===== src/rtl/video_fetcher.sv =====
// video_fetcher: Wishbone master that bursts one scanline of playfield
//   halfwords from a running frame pointer into the CGIA line-buffer store port.
// Latency: bus cycle opens on the edge that accepts VFEN_I; each ACK'd halfword
//   is written to the line buffer in the cycle after its ACK edge.
// Backpressure: MST_ACK_I stalls the burst indefinitely; VFEN_I while busy is
//   dropped and flagged on the sticky OVR_O.
//
// Ports:
//   CLK_I, RST_I         clock, synchronous active-high reset
//   VFEN_I, VSYNC_I      line-start / frame-start strobes (one cycle wide)
//   BASE_I, LEN_I        frame base halfword address, halfwords per line
//   MST_*                Wishbone master read port (CYC == STB)
//   S_ADR_O/S_DAT_O/S_WE_O  line-buffer store port
//   BUSY_O, OVR_O        fetch in progress, sticky dropped-line flag
module video_fetcher (
  input  logic        CLK_I,
  input  logic        RST_I,
  input  logic        VFEN_I,
  input  logic        VSYNC_I,
  input  logic [22:0] BASE_I,
  input  logic [6:0]  LEN_I,
  output logic [22:0] MST_ADR_O,
  output logic        MST_CYC_O,
  output logic        MST_STB_O,
  input  logic        MST_ACK_I,
  input  logic [15:0] MST_DAT_I,
  output logic [5:0]  S_ADR_O,
  output logic [15:0] S_DAT_O,
  output logic        S_WE_O,
  output logic        BUSY_O,
  output logic        OVR_O
);

  typedef enum logic {IDLE, FETCH} state_t;

  state_t      state;
  logic [22:0] ptr;
  logic [6:0]  len_q;
  logic [6:0]  beat;
  logic        reload_pend;
  logic        start_pend;   // line accepted on a reload edge, starts next edge
  logic [6:0]  len_c;
  logic        reload_now;

  // A line never exceeds the 64-slot line buffer.
  assign len_c      = (LEN_I > 7'd64) ? 7'd64 : LEN_I;
  // In IDLE a fresh VSYNC_I is applied immediately, same as a deferred one.
  assign reload_now = reload_pend | VSYNC_I;

  assign MST_ADR_O = ptr;
  assign MST_CYC_O = (state == FETCH);
  assign MST_STB_O = (state == FETCH);
  assign BUSY_O    = (state == FETCH);

  always_ff @(posedge CLK_I) begin
    if (RST_I) begin
      state       <= IDLE;
      ptr         <= 23'd0;
      len_q       <= 7'd0;
      beat        <= 7'd0;
      reload_pend <= 1'b0;
      start_pend  <= 1'b0;
      S_ADR_O     <= 6'd0;
      S_DAT_O     <= 16'd0;
      S_WE_O      <= 1'b0;
      OVR_O       <= 1'b0;
    end else begin
      S_WE_O <= 1'b0;
      case (state)
        IDLE: begin
          if (reload_now) begin
            ptr         <= BASE_I;
            reload_pend <= 1'b0;
          end
          if (start_pend) begin
            // Line deferred behind a reload: it now fetches from BASE_I.
            start_pend <= 1'b0;
            beat       <= 7'd0;
            state      <= FETCH;
            if (VFEN_I) OVR_O <= 1'b1;
          end else if (VFEN_I && (len_c != 7'd0)) begin
            len_q <= len_c;
            beat  <= 7'd0;
            if (reload_now) start_pend <= 1'b1;
            else            state      <= FETCH;
          end
        end
        FETCH: begin
          // A frame restart never splits the current line.
          if (VSYNC_I) reload_pend <= 1'b1;
          if (VFEN_I)  OVR_O       <= 1'b1;
          if (MST_ACK_I) begin
            S_DAT_O <= MST_DAT_I;
            S_ADR_O <= beat[5:0];
            S_WE_O  <= 1'b1;
            ptr     <= ptr + 23'd1;
            beat    <= beat + 7'd1;
            if (beat == len_q - 7'd1) state <= IDLE;
          end
        end
        default: state <= IDLE;
      endcase
    end
  end

endmodule


===== config.mk =====
export PLATFORM = sky130hd
export DESIGN_NAME = video_fetcher
export DESIGN_NICKNAME = d
export VERILOG_FILES = /design/src/rtl/video_fetcher.sv
export SDC_FILE = /design/constraint.sdc
export NUM_CORES = 1
export LEC_CHECK = 0
export BUFFER_PORTS_ARGS = -buffer_cell sky130_fd_sc_hd__buf_2
export CAP_MARGIN = 20
export CELL_PAD_IN_SITES_DETAIL_PLACEMENT = 0
export CELL_PAD_IN_SITES_GLOBAL_PLACEMENT = 1
export CORE_UTILIZATION = 33
export DETAILED_ROUTE_END_ITERATION = 6
export PLACE_DENSITY = 0.82
export SYNTH_ARGS = -nofsm -noshare
export SYNTH_HDL_FRONTEND = slang
export SYNTH_SLANG_ARGS = --single-unit

===== constraint.sdc =====
create_clock -name CLK_I -period 2 [get_ports CLK_I]
set_clock_uncertainty 0.2 [all_clocks]
set_input_delay 0.2 -clock CLK_I [delete_from_list [all_inputs] [get_ports CLK_I]]
set_output_delay 0.2 -clock CLK_I [all_outputs]
set_load 0.01 [all_outputs]

==> impl_metrics.tcl <==
set metrics [dict create \
    status "completed" \
    post-place-ws_ps -3.21 \
    holdPathStages 3 \
    dieArea_um2 10200 \
    crit_fanout 4 \
    clkPwrFrac 0.293 \
    cts.sinks 64 \
    synthArstFlopShare 0 \
    dr_wl_met2_um 4690 \
    dp_hpwl_um 6510 \
    seq_area_frac_synth 0.397 \
    cts_tree "done" \
    p_leak_nw 1.91 \
    drv_slew 0 \
    root_buffer "clkbuf_8" \
    drc 0 \
    synth_cells 415 \
    m1WireLength_um 4370 \
    cp.buffers_inverters 0 \
    syn_area_per_cell_um2 7.77 \
    clk_path_buf_depth 2 \
    synth_fp_nets 469 \
    synth_edf_count 0 \
    place.gp.congestion 0.864 \
    power_density_nw_per_um2 953 \
    post-cts-setup-buffers 0 \
    worst_setup_path_end_kind "flip-flop" \
    ant_nets 0 \
    wl_per_cell_um 13.9 \
    crit_path_end "MST_ADR_O[20]" \
    power_frac_comb 0.339 \
    critical_path.max_stage_delay_ps 470 \
    post-route-period-util 0.956 \
    yosysUniqueCellTypes 50 \
    p_switching_mw 1.57 \
    vdd_drop_max_uv 448 \
    crit_start "MST_ADR_O[0]" \
    nets 618 \
    drive_gt1_frac 0.269 \
    crit_cells 6 \
    final_cell_count_no_fill 698 \
    r2r-start "MST_ADR_O[0]" \
    num_rows 35 \
    antenna_found_initial 0 \
    ys_warn_count 0 \
    switching_share 0.357 \
    setup_viol 0 \
    post_drt_via_cell_ratio 5.08 \
    synth-seq-cells 64 \
    grt_setup_unrepaired "true" \
    coreArea_um2 9370 \
    arrival_ps 1970 \
    drt-initial-drc-count 148 \
    worst-slew-pin-transition_ps 539 \
    cap_violations 0 \
    track_usage 0.200 \
    fmax_mhz 523 \
    crit_path_start_kind "flip-flop" \
    holdWs_ps 16.1 \
    first_pass_iters 6 \
    grt_overflow 0 \
    final-hold-violation-count 0 \
    slew_headroom 0.631 \
    hold_class "input port to flip-flop" \
    intPower_mw 2.83 \
    grt_max_degree 38 \
    ff2ff_path_depth 6 \
    path_delay_family "simple AND/OR/NAND/NOR gates" \
    syn_area_um2 3230 \
    area_delta_synth_final_pct 43.4 \
    start_util 0.344 \
    wl_met3_um 486 \
    critPathSlowestCell "or4b_1" \
    die_w_um 101 \
    io_buffers 100 \
    clk_pin_slew_worst_paths_ps 80 \
    worst_r2r_endpoint "MST_ADR_O[20]" \
    cts_buffers 9 \
    clock_latency_ps 340 \
    criticalPathCategory "flip-flop to flip-flop" \
    cp_cell_sequence "ha_1 > and4_1 > nand4_1 > nor4_1 > or4b_1 > o31ai_1" \
    grt_pass1_wl_um 16100 \
    fp.dieH_um 101 \
    dp.cells 645 \
    p_seq_frac 0.368 \
    n_antenna_cell 0 \
    final.setup.worst_slack_ps 87.6 \
    worstPathRequired_ps 2050 \
    synth_ff_type "dfxtp_1" \
    tns_ps 0 \
    rrSetupSlack_ps 90 \
    vias 3545 \
    routed.top_layer "met4" \
    period_needed_ps 1910 \
    pin_count 101 \
    wl_um 9670 \
    grt_pass1_vias 3462 \
    h-tree-depth 3 \
]
through the flow:
| stage | power, mW | cell area, um2 | utilization |
|---|---|---|---|
| 3_5_place_dp | 3.09 | 4030 | 0.430 |
| 2_1_floorplan | 2.49 | 3230 | - |
| 6_report | 4.41 | 4620 | 0.493 |
| 5_1_grt | 4.71 | 4620 | 0.493 |
| 3_3_place_gp | 3.06 | 4030 | 0.430 |
| 4_1_cts | 4.45 | 4620 | 0.493 |
cells in the final DEF, fill, tap and decap left out, types with 3 or more instances in the layout:
cell type      instances
buf_4                 26
ha_1                   3
xor2_1                 4
clkbuf_8               9
o21ai_0               13
nand2_1               70
nand2b_1               4
and3_1                 6
a22oi_1                6
buf_12                 3
nand3_1               11
and2_1                 4
a211oi_1              10
nor3_1                14
o22ai_1                8
nand3b_1               7
nor4_1                 5
dlygate4sd3_1         37
inv_1                  7
a31oi_1                3
a21oi_1               61
xnor2_1               11
and4_1                 5
buf_2                100
nor2_1                26
dfxtp_1               64
nand4_1               11
nor2b_1                4
logic make-up (layout without fill, tap and decap cells):
kind of cell,Yosys count,in the layout,share of synthesized area
AND/OR/NAND/NOR,176,176,0.268
AO/OA/AOI/OAI,118,118,0.225
flip-flops,64,64,0.397
buffers and inverters,35,189,0.0446
XOR/XNOR,15,15,0.0407
multiplexers,4,4,0.0132
adder cells (fa/ha/maj),3,3,0.0116
worst min-delay path by stage:
stage | start | slack [ps] | to
2_1_floorplan | LEN_I[6] | 140 | len_q[6]
4_1_cts | BASE_I[20] | 3 | MST_ADR_O[20]
3_3_place_gp | MST_DAT_I[11] | 240 | S_DAT_O[11]
6_report | BASE_I[2] | 20 | MST_ADR_O[2]
3_5_place_dp | MST_DAT_I[1] | 250 | S_DAT_O[1]
5_1_grt | BASE_I[20] | 10 | MST_ADR_O[20]
state kept, by name, indices dropped and copies added, names as in the netlist:
name and flops:
len_q 7, S_ADR_O 6, OVR_O 1, BUSY_O 1
start_pend 1, reload_pend 1, S_DAT_O 16, MST_ADR_O 23
beat 7, S_WE_O 1
power by group through the flow:
stage / sequential [mW] / clock [mW] / combinational [mW]
2_1_floorplan: 1.72 / 0 / 0.774
4_1_cts: 1.62 / 1.33 / 1.50
3_3_place_gp: 1.64 / 0 / 1.41
6_report: 1.62 / 1.29 / 1.50
5_1_grt: 1.65 / 1.39 / 1.67
3_5_place_dp: 1.65 / 0 / 1.44
worst register-to-register path: cells and delay by family (launching register included):
family,cells,cell delay [ps]
simple gates,4,990
flops,1,320
compound gates,1,80
fa+ha+maj,1,230
layer usage:
layer,vias up,track usage
met5,-,0
met4,0,0.0658
met3,11,0.0520
met2,98,0.345
met1,1647,0.243
li1,1789,-
synth_stat cells, types with 6 or more instances:
cell type / number / area (um2)
o22ai_1: 8 / 50.1
a211oi_1: 10 / 75.1
clkbuf_1: 21 / 78.8
a21oi_1: 61 / 305
nand4_1: 11 / 68.8
inv_1: 7 / 26.3
nand3_1: 11 / 55.1
and3_1: 6 / 37.5
o21ai_0: 13 / 65.1
nand3b_1: 7 / 52.6
a22oi_1: 6 / 45.0
nand2_1: 70 / 263
nor2_1: 27 / 101
xnor2_1: 11 / 96.3
dfxtp_1: 64 / 1280
nor3_1: 14 / 70.1
repair_timing:
action | CTS | global route
resized for setup | 0 | 1
endpoints found under the setup margin | 0 | 3
endpoints found under the hold margin | 36 | 0
hold buffers | 37 | 0
layout make-up:
class,count,area (um2)
fill,931,4750
tap,129,161
clock inverter,7,103
sequential,64,1280
multi-input combinational,316,1800
clock buffer,9,124
inverter,7,26.3
timing repair buffer,166,1130
Note: power is estimated with default switching activity, not from simulation.
